$ cat src/rtl/pipe_pkg.sv
// rtl/pipe_pkg.sv - shared types, defaults and flow helpers for the pipeline sequencer
// Contents:
//   state_t   : sequencer state encoding (RUN, DWAIT, IWAIT, HALT)
//   ctrl_t    : bundle of all combinational control outputs
//   flow_ctrl : control for the redirect / load-use / fetch-miss / advance rules
//   flow_next : next state that goes with flow_ctrl
package pipe_pkg;

    typedef enum logic [1:0] {
        RUN   = 2'd0,
        DWAIT = 2'd1,
        IWAIT = 2'd2,
        HALT  = 2'd3
    } state_t;

    localparam int CNT_W_DEF   = 16;
    localparam int TIMEOUT_DEF = 255;

    typedef struct packed {
        logic imem_en;
        logic dmem_en;
        logic pc_en;
        logic pc_redirect;
        logic if_id_en;
        logic id_ex_en;
        logic ex_mem_en;
        logic mem_wb_en;
        logic if_id_flush;
        logic id_ex_flush;
        logic ex_mem_flush;
    } ctrl_t;

    // Stage-register control once no data access is blocking the pipe.
    // A flushed register is always also enabled, because flush only takes
    // effect through the register's write path.
    function automatic ctrl_t flow_ctrl(input logic redirect,
                                        input logic load_use,
                                        input logic imem_done);
        ctrl_t c;
        c = '0;
        if (redirect) begin
            c.pc_en        = 1'b1;
            c.pc_redirect  = 1'b1;
            c.if_id_en     = 1'b1;
            c.id_ex_en     = 1'b1;
            c.ex_mem_en    = 1'b1;
            c.mem_wb_en    = 1'b1;
            c.if_id_flush  = 1'b1;
            c.id_ex_flush  = 1'b1;
            c.ex_mem_flush = 1'b1;
        end else if (load_use) begin
            // Hold PC and if_id, inject a bubble into id_ex.
            c.id_ex_en     = 1'b1;
            c.id_ex_flush  = 1'b1;
            c.ex_mem_en    = 1'b1;
            c.mem_wb_en    = 1'b1;
        end else if (!imem_done) begin
            // Fetch miss: PC holds, if_id gets a bubble, older work drains.
            c.if_id_en     = 1'b1;
            c.if_id_flush  = 1'b1;
            c.id_ex_en     = 1'b1;
            c.ex_mem_en    = 1'b1;
            c.mem_wb_en    = 1'b1;
        end else begin
            c.pc_en        = 1'b1;
            c.if_id_en     = 1'b1;
            c.id_ex_en     = 1'b1;
            c.ex_mem_en    = 1'b1;
            c.mem_wb_en    = 1'b1;
        end
        return c;
    endfunction

    function automatic state_t flow_next(input logic redirect,
                                         input logic load_use,
                                         input logic imem_done);
        if (!redirect && !load_use && !imem_done) begin
            return IWAIT;
        end
        return RUN;
    endfunction

endpackage

$ cat src/rtl/pipe_ctrl_sat_counter.sv
// rtl/pipe_ctrl_sat_counter.sv - saturating up-counter with synchronous clear
// Ports:
//   clk, rst : clock, asynchronous active-high reset
//   clr      : synchronous clear (wins over inc)
//   inc      : increment by one, holding at all-ones
//   count    : current value
module sat_counter #(
    parameter int W = 8
) (
    input  logic         clk,
    input  logic         rst,
    input  logic         clr,
    input  logic         inc,
    output logic [W-1:0] count
);

    always_ff @(posedge clk or posedge rst) begin
        if (rst) begin
            count <= '0;
        end else if (clr) begin
            count <= '0;
        end else if (inc && (count != {W{1'b1}})) begin
            count <= count + W'(1);
        end
    end

endmodule

$ cat src/rtl/pipe_ctrl.sv
// rtl/pipe_ctrl.sv - five-stage pipeline sequencer with memory-wait, hazard and halt handling
// Ports:
//   clk, rst                       : clock, asynchronous active-high reset
//   imem_Done, dmem_Done           : fetch data valid / data access complete
//   ex_mem_memReadorWrite          : ex_mem holds a load or store
//   load_use, redirect, mem_wb_halt: hazard, control transfer, halt reached mem_wb
//   imem_en, dmem_en               : memory requests
//   pc_en, pc_redirect             : PC write enable / redirect-target select
//   *_en, *_flush                  : stage register write enables / synchronous clears
//   halted, err                    : sticky halt and wait-timeout flags
//   stall_cycles                   : saturating count of PC-held cycles outside HALT
module pipe_ctrl
    import pipe_pkg::*;
#(
    parameter int CNT_W   = CNT_W_DEF,
    parameter int TIMEOUT = TIMEOUT_DEF
) (
    input  logic             clk,
    input  logic             rst,
    input  logic             imem_Done,
    input  logic             dmem_Done,
    input  logic             ex_mem_memReadorWrite,
    input  logic             load_use,
    input  logic             redirect,
    input  logic             mem_wb_halt,
    output logic             imem_en,
    output logic             dmem_en,
    output logic             pc_en,
    output logic             pc_redirect,
    output logic             if_id_en,
    output logic             id_ex_en,
    output logic             ex_mem_en,
    output logic             mem_wb_en,
    output logic             if_id_flush,
    output logic             id_ex_flush,
    output logic             ex_mem_flush,
    output logic             halted,
    output logic             err,
    output logic [CNT_W-1:0] stall_cycles
);

    localparam int                WAIT_W    = $clog2(TIMEOUT + 1);
    localparam logic [WAIT_W-1:0] WAIT_LAST = WAIT_W'(TIMEOUT - 1);

    state_t              state, state_nxt;
    logic                imem_pend, pend_nxt;
    ctrl_t               ctrl;
    logic [WAIT_W-1:0]   wait_cnt;
    logic                in_wait, next_wait, err_hit, dmem_miss;

    assign dmem_miss = ex_mem_memReadorWrite && !dmem_Done;

    always_ff @(posedge clk or posedge rst) begin
        if (rst) begin
            state     <= RUN;
            imem_pend <= 1'b0;
            halted    <= 1'b0;
            err       <= 1'b0;
        end else begin
            state     <= state_nxt;
            imem_pend <= pend_nxt;
            halted    <= halted | (state_nxt == HALT);
            err       <= err | err_hit;
        end
    end

    always_comb begin
        ctrl      = '0;
        state_nxt = state;
        pend_nxt  = 1'b0;
        // Outputs are forced quiet while reset is held.
        if (!rst) begin
            case (state)
                RUN: begin
                    if (mem_wb_halt) begin
                        state_nxt = HALT;
                    end else if (dmem_miss) begin
                        ctrl.imem_en = 1'b1;
                        ctrl.dmem_en = 1'b1;
                        state_nxt    = DWAIT;
                        pend_nxt     = !imem_Done;
                    end else begin
                        ctrl         = flow_ctrl(redirect, load_use, imem_Done);
                        ctrl.imem_en = 1'b1;
                        ctrl.dmem_en = ex_mem_memReadorWrite;
                        state_nxt    = flow_next(redirect, load_use, imem_Done);
                    end
                end
                DWAIT: begin
                    // The access was issued on entry; no re-request while waiting.
                    if (!dmem_Done) begin
                        pend_nxt = imem_pend;
                    end else if (imem_pend) begin
                        ctrl.if_id_en    = 1'b1;
                        ctrl.if_id_flush = 1'b1;
                        ctrl.id_ex_en    = 1'b1;
                        ctrl.ex_mem_en   = 1'b1;
                        ctrl.mem_wb_en   = 1'b1;
                        state_nxt        = IWAIT;
                    end else begin
                        ctrl      = flow_ctrl(redirect, load_use, imem_Done);
                        state_nxt = flow_next(redirect, load_use, imem_Done);
                    end
                end
                IWAIT: begin
                    ctrl.dmem_en = ex_mem_memReadorWrite;
                    if (dmem_miss) begin
                        state_nxt = DWAIT;
                        pend_nxt  = !imem_Done;
                    end else if (redirect) begin
                        // The outstanding fetch belongs to the wrong path; drop it.
                        ctrl         = flow_ctrl(1'b1, load_use, imem_Done);
                        ctrl.dmem_en = ex_mem_memReadorWrite;
                        state_nxt    = RUN;
                    end else begin
                        ctrl.if_id_en  = 1'b1;
                        ctrl.id_ex_en  = 1'b1;
                        ctrl.ex_mem_en = 1'b1;
                        ctrl.mem_wb_en = 1'b1;
                        if (imem_Done) begin
                            ctrl.pc_en = 1'b1;
                            state_nxt  = RUN;
                        end else begin
                            ctrl.if_id_flush = 1'b1;
                        end
                    end
                end
                HALT: begin
                    state_nxt = HALT;
                end
                default: begin
                    state_nxt = RUN;
                end
            endcase
        end
    end

    assign imem_en      = ctrl.imem_en;
    assign dmem_en      = ctrl.dmem_en;
    assign pc_en        = ctrl.pc_en;
    assign pc_redirect  = ctrl.pc_redirect;
    assign if_id_en     = ctrl.if_id_en;
    assign id_ex_en     = ctrl.id_ex_en;
    assign ex_mem_en    = ctrl.ex_mem_en;
    assign mem_wb_en    = ctrl.mem_wb_en;
    assign if_id_flush  = ctrl.if_id_flush;
    assign id_ex_flush  = ctrl.id_ex_flush;
    assign ex_mem_flush = ctrl.ex_mem_flush;

    // A DWAIT<->IWAIT hop is still one continuous wait, so the count carries over.
    assign in_wait   = (state == DWAIT) || (state == IWAIT);
    assign next_wait = (state_nxt == DWAIT) || (state_nxt == IWAIT);
    assign err_hit   = in_wait && next_wait && (wait_cnt == WAIT_LAST);

    sat_counter #(.W(WAIT_W)) u_wait_cnt (
        .clk   (clk),
        .rst   (rst),
        .clr   (!next_wait),
        .inc   (in_wait),
        .count (wait_cnt)
    );

    sat_counter #(.W(CNT_W)) u_stall_cnt (
        .clk   (clk),
        .rst   (rst),
        .clr   (1'b0),
        .inc   ((state != HALT) && !ctrl.pc_en),
        .count (stall_cycles)
    );

endmodule

$ cat config.mk
export PLATFORM = sky130hd
export DESIGN_NAME = pipe_ctrl
export DESIGN_NICKNAME = d
export VERILOG_FILES = /design/src/rtl/pipe_pkg.sv /design/src/rtl/pipe_ctrl_sat_counter.sv /design/src/rtl/pipe_ctrl.sv
export SDC_FILE = /design/constraint.sdc
export NUM_CORES = 1
export LEC_CHECK = 0
export CAP_MARGIN = 0
export CORE_ASPECT_RATIO = 0.75
export CORE_MARGIN = 2
export CORE_UTILIZATION = 55
export CTS_BUF_LIST = sky130_fd_sc_hd__clkbuf_4 sky130_fd_sc_hd__clkbuf_8 sky130_fd_sc_hd__clkbuf_16
export DETAILED_ROUTE_END_ITERATION = 12
export GPL_ROUTABILITY_DRIVEN = 1
export PLACE_DENSITY = 0.85
export SLEW_MARGIN = 20
export SYNTH_ARGS = -nofsm -noshare
export SYNTH_HDL_FRONTEND = slang
export SYNTH_SLANG_ARGS = --single-unit
export TNS_END_PERCENT = 1
$ cat constraint.sdc
create_clock -name clk -period 3.2 [get_ports clk]
set_input_delay 0.8 -clock clk [delete_from_list [all_inputs] [get_ports clk]]
set_output_delay 0.8 -clock clk [all_outputs]
set_load 0.02 [all_outputs]
After elaboration in Yosys (flattened, before gate mapping)
Cells that the tools add are included.
{"block": "word_totals", "output_inout_bits": 29, "inputBits": 8, "ff_bits": 29, "wordCells": 88}
{"block": "classes", "reduce_logical": 16, "n_addsub": 2, "mux": 50, "n_eq_ne": 12, "bitwise": 2}
{"operator": "$pmux 11 s3", "n": 1}
{"operator": "$mux 2", "n": 14}
{"operator": "$mux 9", "n": 3}
{"operator": "$mux 1", "n": 24}
{"operator": "$mux 11", "n": 2}
{"operator": "$add 16x1->16 const B", "n": 1}
{"operator": "$mux 8", "n": 2}
{"operator": "$ne 16x16->1 const B", "n": 1}
{"operator": "$add 8x1->8 const B", "n": 1}
{"operator": "$eq 2x2->1 const B", "n": 4}
{"operator": "$eq 8x8->1 const B", "n": 1}
{"operator": "$logic_and 1x1->1", "n": 8}
{"operator": "$ne 8x8->1 const B", "n": 1}
{"operator": "$pmux 2 s4", "n": 1}
{"operator": "$mux 6", "n": 1}
{"operator": "$logic_not 1->1", "n": 5}
{"operator": "$mux 5", "n": 1}
{"operator": "$eq 2x1->1 const B", "n": 2}
{"operator": "$ne 3x3->1 const B", "n": 1}
{"operator": "$pmux 1 s3", "n": 1}
{"operator": "$logic_not 2->1", "n": 1}
{"operator": "$logic_or 1x1->1", "n": 2}
{"operator": "$ne 2x1->1 const B", "n": 1}
{"operator": "$ne 2x2->1 const B", "n": 1}
{"operator": "$or 1x1->1", "n": 2}

Depth between registers and ports, before layout
Gate-level depths: netlist (run 1).
{"block": "depth", "word_depth": 18, "ltp_mapped": 9, "ltp_nobuf": 9}

Cells and area by module
A second synthesis (run 1) with hierarchy kept.
{"block": "unflattened", "hier_cells": 230, "hier_area_um2": 2082.0}
{"module": "sat_counter (u_stall_cnt)", "area_per_inst_um2": 922.1, "seq_area_each_um2": 400.4, "cells_each": 101, "n_inst": 1}
{"module": "pipe_ctrl", "area_per_inst_um2": 655.6, "seq_area_each_um2": 125.1, "cells_each": 80, "n_inst": 1}
{"module": "sat_counter (u_wait_cnt)", "area_per_inst_um2": 504.2, "seq_area_each_um2": 200.2, "cells_each": 49, "n_inst": 1}

Least setup slack after synthesis (run 1)
OpenSTA, ideal clock, no wires.
{"block": "synth_path", "kind": "input to output", "startpoint": "input mem_wb_halt", "endpoint": "output id_ex_en", "t_required_ps": 2400, "stages": 5, "arrival_time_ps": 1967, "n_path_buf": 1, "setup_slack_ps": 433, "path_cell_list": "and2b_1 -> nor2_1 -> o21ai_0 -> nor2b_1 -> buf_4"}
{"block": "synth_between", "elab_chain_cells": 3}
{"item": "start, declared", "line_no": "pipe_ctrl.sv:25", "rtl": "input logic mem_wb_halt,"}
{"item": "$mux 11", "line_no": "pipe_ctrl.sv:75", "rtl": "if (mem_wb_halt) begin"}
{"item": "$pmux 11 s3", "line_no": "pipe_ctrl.sv:73", "rtl": "case (state)"}
{"item": "$mux 11", "line_no": "pipe_ctrl.sv:72", "rtl": "if (!rst) begin"}
{"item": "end, declared", "line_no": "pipe_ctrl.sv:31", "rtl": "output logic id_ex_en,"}
No other way between the ends.

Worst setup path after layout (run 1)
{"block": "layout_path", "startpoint": "input mem_wb_halt", "endpoint": "output mem_wb_en"}
{"block": "layout_between", "elab_chain_cells": 3}
{"item": "$mux 11", "line_no": "pipe_ctrl.sv:75"}
{"item": "$pmux 11 s3", "line_no": "pipe_ctrl.sv:73"}
{"item": "$mux 11", "line_no": "pipe_ctrl.sv:72"}
{"item": "end, declared", "line_no": "pipe_ctrl.sv:33", "rtl": "output logic mem_wb_en,"}
No other way between the ends.

==> impl_metrics.tcl, run 1 <==
set metrics [dict create \
    post-place-ws_ps -282.4 \
    wl_mm 3.889 \
    min_path_type "register to register" \
    placementRows 18 \
    core-area_mm2 0.003221 \
    area_growth_pct 30.97 \
    power_density_mw_per_mm2 704.3 \
    synth_flop_cell "dfrtp_1" \
    grt_start_max_net_pins 30 \
    seq_area_um2 725.7 \
    ys_warn_count 0 \
    antenna_found_initial 0 \
    placed_area_mm2 0.002301 \
    port_buffers 36 \
    relSlewSlack_pct 68.25 \
    max_freq_mhz 313.8 \
    final_cell_area_mm2 0.002381 \
    post_drt_wl_per_cell_um 13.94 \
    synth_edf_count 0 \
    final_cell_mix "29 x dfrtp_1, 25 x clkdlybuf4s50_1, 18 x buf_4" \
    tightestPinTransition_ps 474.1 \
    arrival_ps 2390 \
    vias 1549 \
    cts_buffers 5 \
    whs_ps 467.8 \
    period_share_pct 99.58 \
    die-area_mm2 0.003786 \
    via_per_inst 5.552 \
    finalPower_uw 1677 \
    finalHoldViolations 0 \
    die_y_um 53.79 \
    syn_area_per_cell_um2 9.827 \
    rsz0062_at_grt "yes" \
    status "finished clean" \
    post-cts-setup-buffers 0 \
    first_pass_iters 4 \
    power_leakage_uw 0.001082 \
    pin_count 37 \
    slew_viol_final 0 \
    fillerInstances 232 \
    r2r_start "state[1]" \
    grt_first_pass_wirelength_mm 6.396 \
    final_common_cell "dfrtp_1" \
    netlist-cell-type-count 52 \
    first_iter_violations 107 \
    critPathLaunchType "input pin" \
    worstSetupPathType "input pin to output port" \
    grt_usage_pct 21.90 \
    fin_crit_ps 3186 \
    synth_cells 185 \
    place_hpwl_mm 2.955 \
    crit_path_end_kind "output port" \
    drc 0 \
    async_flop_share_pct 100.0 \
    gp_congestion 0.8805 \
    nNetsFinal 255 \
    clk_pin_slew_ps 60 \
    drive_gt1_share_pct 15.90 \
    setup_viol 0 \
    insertion_delay_ps 280 \
    seq_area_frac_synth_pct 39.92 \
    grt_overflow 0 \
    cts.path.max_buffers 2 \
    crit_fanout 4 \
    finalWorstSetupSlack_ps 13.50 \
    irDropWorstVdd_mv 0.3835 \
    antenna_cells 0 \
    die_x_um 70.39 \
    clock_sinks 29 \
    grt_pass1_vias 1395 \
    ant_nets 0 \
    cts_htree_levels 2 \
    multi_input_area_mm2 0.001007 \
    fin_skew_ps 8.808 \
    cts-root-buf "clkbuf_8" \
    yosys_register_bits 29 \
    max_cap_viol_count 0 \
    initial_core_util_pct 56.45 \
    syn_nets 202 \
    cp.required_ps 2400 \
    hold_path.startpoint "halted" \
    cts_tree "yes" \
    syn_area_mm2 0.001818 \
    cp-startpoint "mem_wb_halt" \
]
==> state kept, by name, summed over array words and instances, names as in the netlist <==
name and flops:
u_wait_cnt.count 8, halted 1, u_stall_cnt.count 16, state 2, err 1, imem_pend 1
==> synthesized netlist by cell type, types with 4 or more instances <==
cell type | n | area share [%]
dfrtp_1 | 29 | 40
xnor2_1 | 16 | 7.7
nand3_1 | 13 | 3.6
nand2_1 | 12 | 2.5
nor2_1 | 10 | 2.1
and2_1 | 9 | 3.1
ha_1 | 9 | 6.2
nand4_1 | 9 | 3.1
a21oi_1 | 6 | 1.7
and3_1 | 6 | 2.1
inv_1 | 6 | 1.2
nor3_1 | 5 | 1.4
buf_4 | 4 | 1.7
o21ai_0 | 4 | 1.1
xor2_1 | 4 | 1.9
==> final timing paths <==
path	cells after the start	slack, ps	end
worst max-delay path	6	10	mem_wb_en
worst min-delay path	1	470	halted
worst max register to register	8	840	err
worst min register to register	1	470	halted
max in group asynchronous	4	1820	halted
min in group asynchronous	4	1100	u_stall_cnt.count[10]
==> timing repair <==
item                                    in CTS  in global routing
gates resized for setup                     11                  4
endpoints found under the setup margin      10                  6
cloned                                       0                  0
pin swaps                                    0                  0
hold buffers                                 0                  0
==> cell type report <==
cell class	instances	area share [%]
Timing Repair Buffer	54	20.55
Inverter	6	0.9459
Clock buffer	6	3.205
Multi-Input combinational cell	142	42.30
Tap cell	40	2.102
Sequential cell	29	30.48
Clock inverter	2	0.4204
==> power breakdown <==
| group | switching, uW | internal (uW) |
|---|---|---|
| Clock | 139 | 159 |
| Combinational | 460 | 393 |
| Sequential | 87.0 | 440 |
| Total | 686 | 991 |
==> per-layer routing <==
| metal | up-vias | global-route usage (%) | share of wire, % |
|---|---|---|---|
| li1 | 753 | - | - |
| met1 | 745 | 28.17 | 47 |
| met2 | 46 | 36.95 | 48 |
| met3 | 5 | 5.243 | 4.1 |
| met4 | 0 | 7.692 | 0.95 |
| met5 | - | 0 | 0 |
==> cells by family after synthesis <==
family / after synthesis / synth area share, %
compound gates: 27 / 11.49
fa+ha+maj: 9 / 6.194
mux: 1 / 0.6194
buf+inv: 14 / 4.679
flops: 29 / 39.92
xor+xnor: 21 / 10.53
simple gates: 84 / 26.57
==> through the flow <==
step / util [%] / TNS (ps) / std cells
after floorplan: - / 0 / 185
after global placement: 71.45 / -1609 / 271
after detailed placement: 71.45 / -2091 / 271
after CTS: 73.74 / 0 / 279
after global routing: 73.93 / -52.77 / 279
final: 73.93 / 0 / 279
==> critical path, cell delays in order <==
cell and delay (ps):
clkdlybuf4s50_1 470, and2b_1 220, o31ai_1 240, o21ai_1 150
nor2b_1 170, dlygate4sd2_1 330
No activity file was read; power rests on OpenSTA's default activity.
==> run 2, diff against run 1 <==
--- a/config.mk
+++ b/config.mk
@@ -12,7 +12,7 @@
 export CTS_BUF_LIST = sky130_fd_sc_hd__clkbuf_4 sky130_fd_sc_hd__clkbuf_8 sky130_fd_sc_hd__clkbuf_16
 export DETAILED_ROUTE_END_ITERATION = 12
 export GPL_ROUTABILITY_DRIVEN = 1
-export PLACE_DENSITY = 0.85
+export PLACE_DENSITY = 0.86
 export SLEW_MARGIN = 20
 export SYNTH_ARGS = -nofsm -noshare
 export SYNTH_HDL_FRONTEND = slang
==> run 2 against run 1 <==
Sequential share of layout area is 0.46 points lower; design area is 1.5% higher; power is 6.5% higher; first-iteration DRC count is 60% higher; hold slack better by 12 ps; global-route usage is 0.97 points higher; critical path type unchanged.
==> impl_metrics.tcl, run 2 (synthesized netlist as in run 1, its figures left out) <==
set metrics [dict create \
    status "finished clean" \
    post-place-ws_ps -305.0 \
    final_cell_mix "29 x dfrtp_1, 25 x clkdlybuf4s50_1, 19 x buf_4" \
    seqPwrFrac_pct 29.5 \
    critPathMaxStageDelay_ps 470 \
    cts_tree "yes" \
    die_x_um 70.39 \
    multi_input_area_mm2 0.001010 \
    nNetsFinal 256 \
    finalPower_uw 1785 \
    antenna_cells 0 \
    grt_usage_pct 22.87 \
    first_pass_iters 4 \
    grt_overflow 0 \
    final_common_cell "dfrtp_1" \
    finalWorstSetupSlack_ps 72.81 \
    arrival_ps 2330 \
    vias 1586 \
    drc 0 \
    wl_met1_mm 1.948 \
    ant_nets 0 \
    cp_slowest_cell "clkdlybuf4s50_1" \
    switching_power_uw 690.5 \
    core-area_mm2 0.003221 \
    combPwrFrac_pct 48.0 \
    critPathLaunchType "input pin" \
    final_cell_area_mm2 0.002417 \
    drive_gt1_share_pct 17.50 \
    place_hpwl_mm 3.046 \
    ctsHoldBuffers 0 \
    tightestPinTransition_ps 482.7 \
    min_path_type "register to register" \
    insertion_delay_ps 280 \
    worstSetupPathType "input pin to output port" \
    cts-root-buf "clkbuf_8" \
    initial_core_util_pct 56.45 \
    relSlewSlack_pct 67.67 \
    cts_buffers 5 \
    pin_count 37 \
    crit_path_end_kind "output port" \
    clock_sinks 29 \
    top_layer_used "met4" \
    grt_pass1_vias 1431 \
    gp_congestion 0.8418 \
    regMostFlops "u_stall_cnt.count" \
    dp_cells 272 \
    rsz0062_at_grt "yes" \
    area_growth_pct 32.97 \
    antenna_found_initial 0 \
    max_freq_mhz 319.8 \
    crit_fanout 4 \
    p_int_uw 1095 \
    period_share_pct 97.72 \
    power_leakage_uw 0.001096 \
    swShare_pct 38.68 \
    post_drt_wl_per_cell_um 14.53 \
    top_regs "u_stall_cnt.count: 16 flops, u_wait_cnt.count: 8 flops, state: 2 flops" \
    placed_area_mm2 0.002308 \
    cp.required_ps 2400 \
    power_frac_clock_pct 22.5 \
    met2_length_mm 1.824 \
    met3_length_um 262 \
    port_buffers 36 \
    wl_mm 4.069 \
    first_iter_violations 171 \
    fin_skew_ps 6.269 \
    setup_viol 0 \
    grt_start_max_net_pins 30 \
    finalHoldViolations 0 \
    slew_viol_final 0 \
    clk_pin_slew_ps 60 \
    path_cells "clkdlybuf4s50_1 > and2b_1 > o31a_2 > nand2_1 > a21oi_1 > dlygate4sd2_1" \
    die-area_mm2 0.003786 \
    whs_ps 479.6 \
    fillerInstances 225 \
    irDropWorstVdd_mv 0.4609 \
    die_y_um 53.79 \
    fin_crit_ps 3127 \
    cts.path.max_buffers 2 \
    via_per_inst 5.664 \
    largest_reg_flops 16 \
    grt_first_pass_wirelength_mm 6.658 \
    seq_area_um2 725.7 \
    finalNonFillerCells 280 \
    power_density_mw_per_mm2 738.5 \
    placementRows 18 \
    cts_htree_levels 2 \
    max_cap_viol_count 0 \
]
run 2: routing by layer:
metal	vias up	global-route usage, %
met5	-	0
met4	0	4.808
met3	8	6.367
met2	56	35.69
met1	760	32.20
li1	762	-
run 2: critical path, delay by kind of cell:
kind	cells	cell delay [ps]
AO/OA/AOI/OAI	2	430
buffers and inverters	2	790
AND/OR/NAND/NOR	2	310
run 2: power by group through the flow:
stage                     clock network (uW)  registers (uW)  logic, uW
after CTS                                404             527        856
after detailed placement                   0             533        872
final                                    401             527        857
after global placement                     0             526        853
after global routing                     423             538        937
after floorplan                            0             570        523
run 2: cell type report:
cell class                      count  share of cell area (%)
Multi-Input combinational cell    142                   41.77
Tap cell                           40                   2.070
Clock buffer                        7                   3.727
Inverter                            6                  0.9317
Clock inverter                      1                   1.242
Timing Repair Buffer               55                   20.24
Sequential cell                    29                   30.02
run 2: repair_timing:
action | in CTS | in global routing
cloned | 0 | 0
setup buffers | 0 | 0
endpoints found under the setup margin | 10 | 9
gates resized for setup | 11 | 9
run 2: worst paths after layout:
path | from | endpoint | slack (ps) | cells past startpoint
max reg2reg | state[1] | err | 780 | 8
max | mem_wb_halt | id_ex_flush | 70 | 6
max in group asynchronous | rst | u_stall_cnt.count[1] | 1810 | 4
min reg2reg | err | err | 480 | 1
min in group asynchronous | rst | u_wait_cnt.count[0] | 1120 | 4
min | err | err | 480 | 1
run 2: per-stage QoR:
stage | utilization (%) | TNS, ps
6_report | 75.06 | 0
3_3_place_gp | 71.68 | -1696
4_1_cts | 75.02 | 0
5_1_grt | 75.06 | 0
3_5_place_dp | 71.68 | -2032
2_1_floorplan | - | 0
==> run 3, diff against run 2 <==
--- a/config.mk
+++ b/config.mk
@@ -12,7 +12,7 @@
 export CTS_BUF_LIST = sky130_fd_sc_hd__clkbuf_4 sky130_fd_sc_hd__clkbuf_8 sky130_fd_sc_hd__clkbuf_16
 export DETAILED_ROUTE_END_ITERATION = 12
 export GPL_ROUTABILITY_DRIVEN = 1
-export PLACE_DENSITY = 0.86
+export PLACE_DENSITY_LB_ADDON = 0.1
 export SLEW_MARGIN = 20
 export SYNTH_ARGS = -nofsm -noshare
 export SYNTH_HDL_FRONTEND = slang
==> run 3 against run 2 <==
Via count shrank 5.1%; core utilization decreased by 1.7 points; design area down 2.2%; clock skew increased by 1.5 ps; flip-flop and latch count stayed put; largest power group unchanged; sequential share of layout area increased by 0.68 points.
==> impl_metrics.tcl, run 3 (synthesized netlist as in run 1, its figures left out) <==
set metrics [dict create \
    status "finished clean" \
    seqPwrFrac_pct 30.6 \
    wl_mm 3.837 \
    drive_gt1_share_pct 15.25 \
    cts.path.max_buffers 2 \
    max_cap_viol_count 0 \
    multi_input_area_mm2 0.001007 \
    period_share_pct 98.55 \
    cts_tree "yes" \
    fillerInstances 238 \
    antenna_cells 0 \
    arrival_ps 2350 \
    first_pass_iters 4 \
    area_growth_pct 30.01 \
    via_per_inst 5.453 \
    slew_viol_final 0 \
    cts_htree_levels 2 \
    top_regs "u_stall_cnt.count: 16 flops, u_wait_cnt.count: 8 flops, state: 2 flops" \
    grt_usage_pct 22.09 \
    ant_nets 0 \
    combPwrFrac_pct 49.8 \
    p_int_uw 1021 \
    placed_area_mm2 0.002278 \
    power_frac_clock_pct 19.6 \
    power_leakage_uw 0.001070 \
    r2r_start "state[1]" \
    reg2reg_depth 8 \
    hold_depth 1 \
    finalHoldViolations 0 \
    grt_first_pass_wirelength_mm 6.223 \
    crit_end "if_id_en" \
    clock_sinks 29 \
    final_cell_area_mm2 0.002364 \
    grt_start_max_net_pins 30 \
    switching_power_uw 681.7 \
    placementRows 18 \
    die_y_um 53.79 \
    irDropWorstVdd_mv 0.5034 \
    max_freq_mhz 317.1 \
    antenna_found_initial 0 \
    relSlewSlack_pct 66.54 \
    port_buffers 36 \
    path_buf_inv 2 \
    post-place-ws_ps -357.1 \
    crit_path_end_kind "output port" \
    die-area_mm2 0.003786 \
    cts_buffers 5 \
    cp_slowest_cell "clkdlybuf4s50_1" \
    die_x_um 70.39 \
    cts-root-buf "clkbuf_8" \
    cp.depth 7 \
    vias 1505 \
    cp-startpoint "mem_wb_halt" \
    path_cells "clkdlybuf4s50_1 > and2b_1 > nor2_1 > o21ai_1 > nand2_1 > a21oi_1 > dlygate4sd2_1" \
    min_path_type "register to register" \
    seq_area_um2 725.7 \
    crit_fanout 4 \
    drc 0 \
    largest_reg_flops 16 \
    fin_crit_ps 3154 \
    power_density_mw_per_mm2 720.6 \
    initial_core_util_pct 56.45 \
    cp.required_ps 2400 \
    core-area_mm2 0.003221 \
    clk_pin_slew_ps 60 \
    place_hpwl_mm 2.839 \
    finalPower_uw 1703 \
    nNetsFinal 252 \
    critPathMaxStageDelay_ps 410 \
    final_cell_mix "29 x dfrtp_1, 26 x clkdlybuf4s50_1, 16 x xnor2_1" \
    rrSetupSlack_ps 790 \
    pin_count 37 \
    tightestPinTransition_ps 499.6 \
    rsz0062_at_grt "yes" \
    regMostFlops "u_stall_cnt.count" \
    grt_pass1_vias 1324 \
    critPathLaunchType "input pin" \
    insertion_delay_ps 290 \
    final_common_cell "dfrtp_1" \
    setup_viol 0 \
    finalWorstSetupSlack_ps 46.33 \
    worstSetupPathType "input pin to output port" \
    gp_congestion 0.7606 \
    fin_skew_ps 7.739 \
    r2r_end "err" \
    first_iter_violations 77 \
    post_drt_wl_per_cell_um 13.90 \
    grt_overflow 0 \
    critical_path.top_delay_family "buffers and inverters" \
    finish.utilization_pct 73.39 \
    swShare_pct 40.03 \
]
run 3: worst min-delay path by stage:
stage,startpoint,end,slack [ps]
2_1_floorplan,u_wait_cnt.count[4],u_wait_cnt.count[4],550
3_3_place_gp,halted,halted,450
3_5_place_dp,err,err,460
4_1_cts,err,err,480
5_1_grt,err,err,490
6_report,err,err,480
run 3: area by class of cell:
cell class / instances / share of cell area [%]
Inverter: 6 / 0.9529
Clock inverter: 1 / 0.2118
Multi-Input combinational cell: 142 / 42.62
Sequential cell: 29 / 30.70
Clock buffer: 7 / 4.076
Tap cell: 40 / 2.118
Timing Repair Buffer: 51 / 19.32
run 3: layer usage:
| metal | up-vias | part of all wire (%) | global-route usage (%) |
|---|---|---|---|
| li1 | 750 | - | - |
| met1 | 708 | 47 | 29.41 |
| met2 | 39 | 46 | 35.06 |
| met3 | 8 | 4.8 | 5.243 |
| met4 | 0 | 1.6 | 9.615 |
| met5 | - | 0 | 0 |
run 3: worst register-to-register path, delay by kind of cell (launching register included):
family / cells / cell delay [ps]
flip-flops: 1 / 450
adder cells (fa/ha/maj): 2 / 630
AND/OR/NAND/NOR: 1 / 230
AO/OA/AOI/OAI: 3 / 720
buffers and inverters: 2 / 270
run 3: timing repair:
| item | CTS | global route |
|---|---|---|
| gates resized for setup | 11 | 2 |
| setup endpoints to repair | 10 | 5 |
| cloned | 0 | 0 |
| buffers inserted | 0 | 0 |
| hold buffers | 0 | 0 |
run 3: power by group through the flow:
stage          Clock, uW  Sequential [uW]  Combinational, uW
3_3_place_gp           0              523                846
3_5_place_dp           0              528                872
4_1_cts              343              521                854
5_1_grt              364              536                930
2_1_floorplan          0              570                523
6_report             334              521                848
run 3: metrics by stage:
step	TNS (ps)	instances	hold WS, ps
after floorplan	0	185	551.4
after global placement	-1631	268	451.2
after detailed placement	-2369	268	461.2
after CTS	0	276	479.1
after global routing	-104.3	276	492.2
final	0	276	481.2
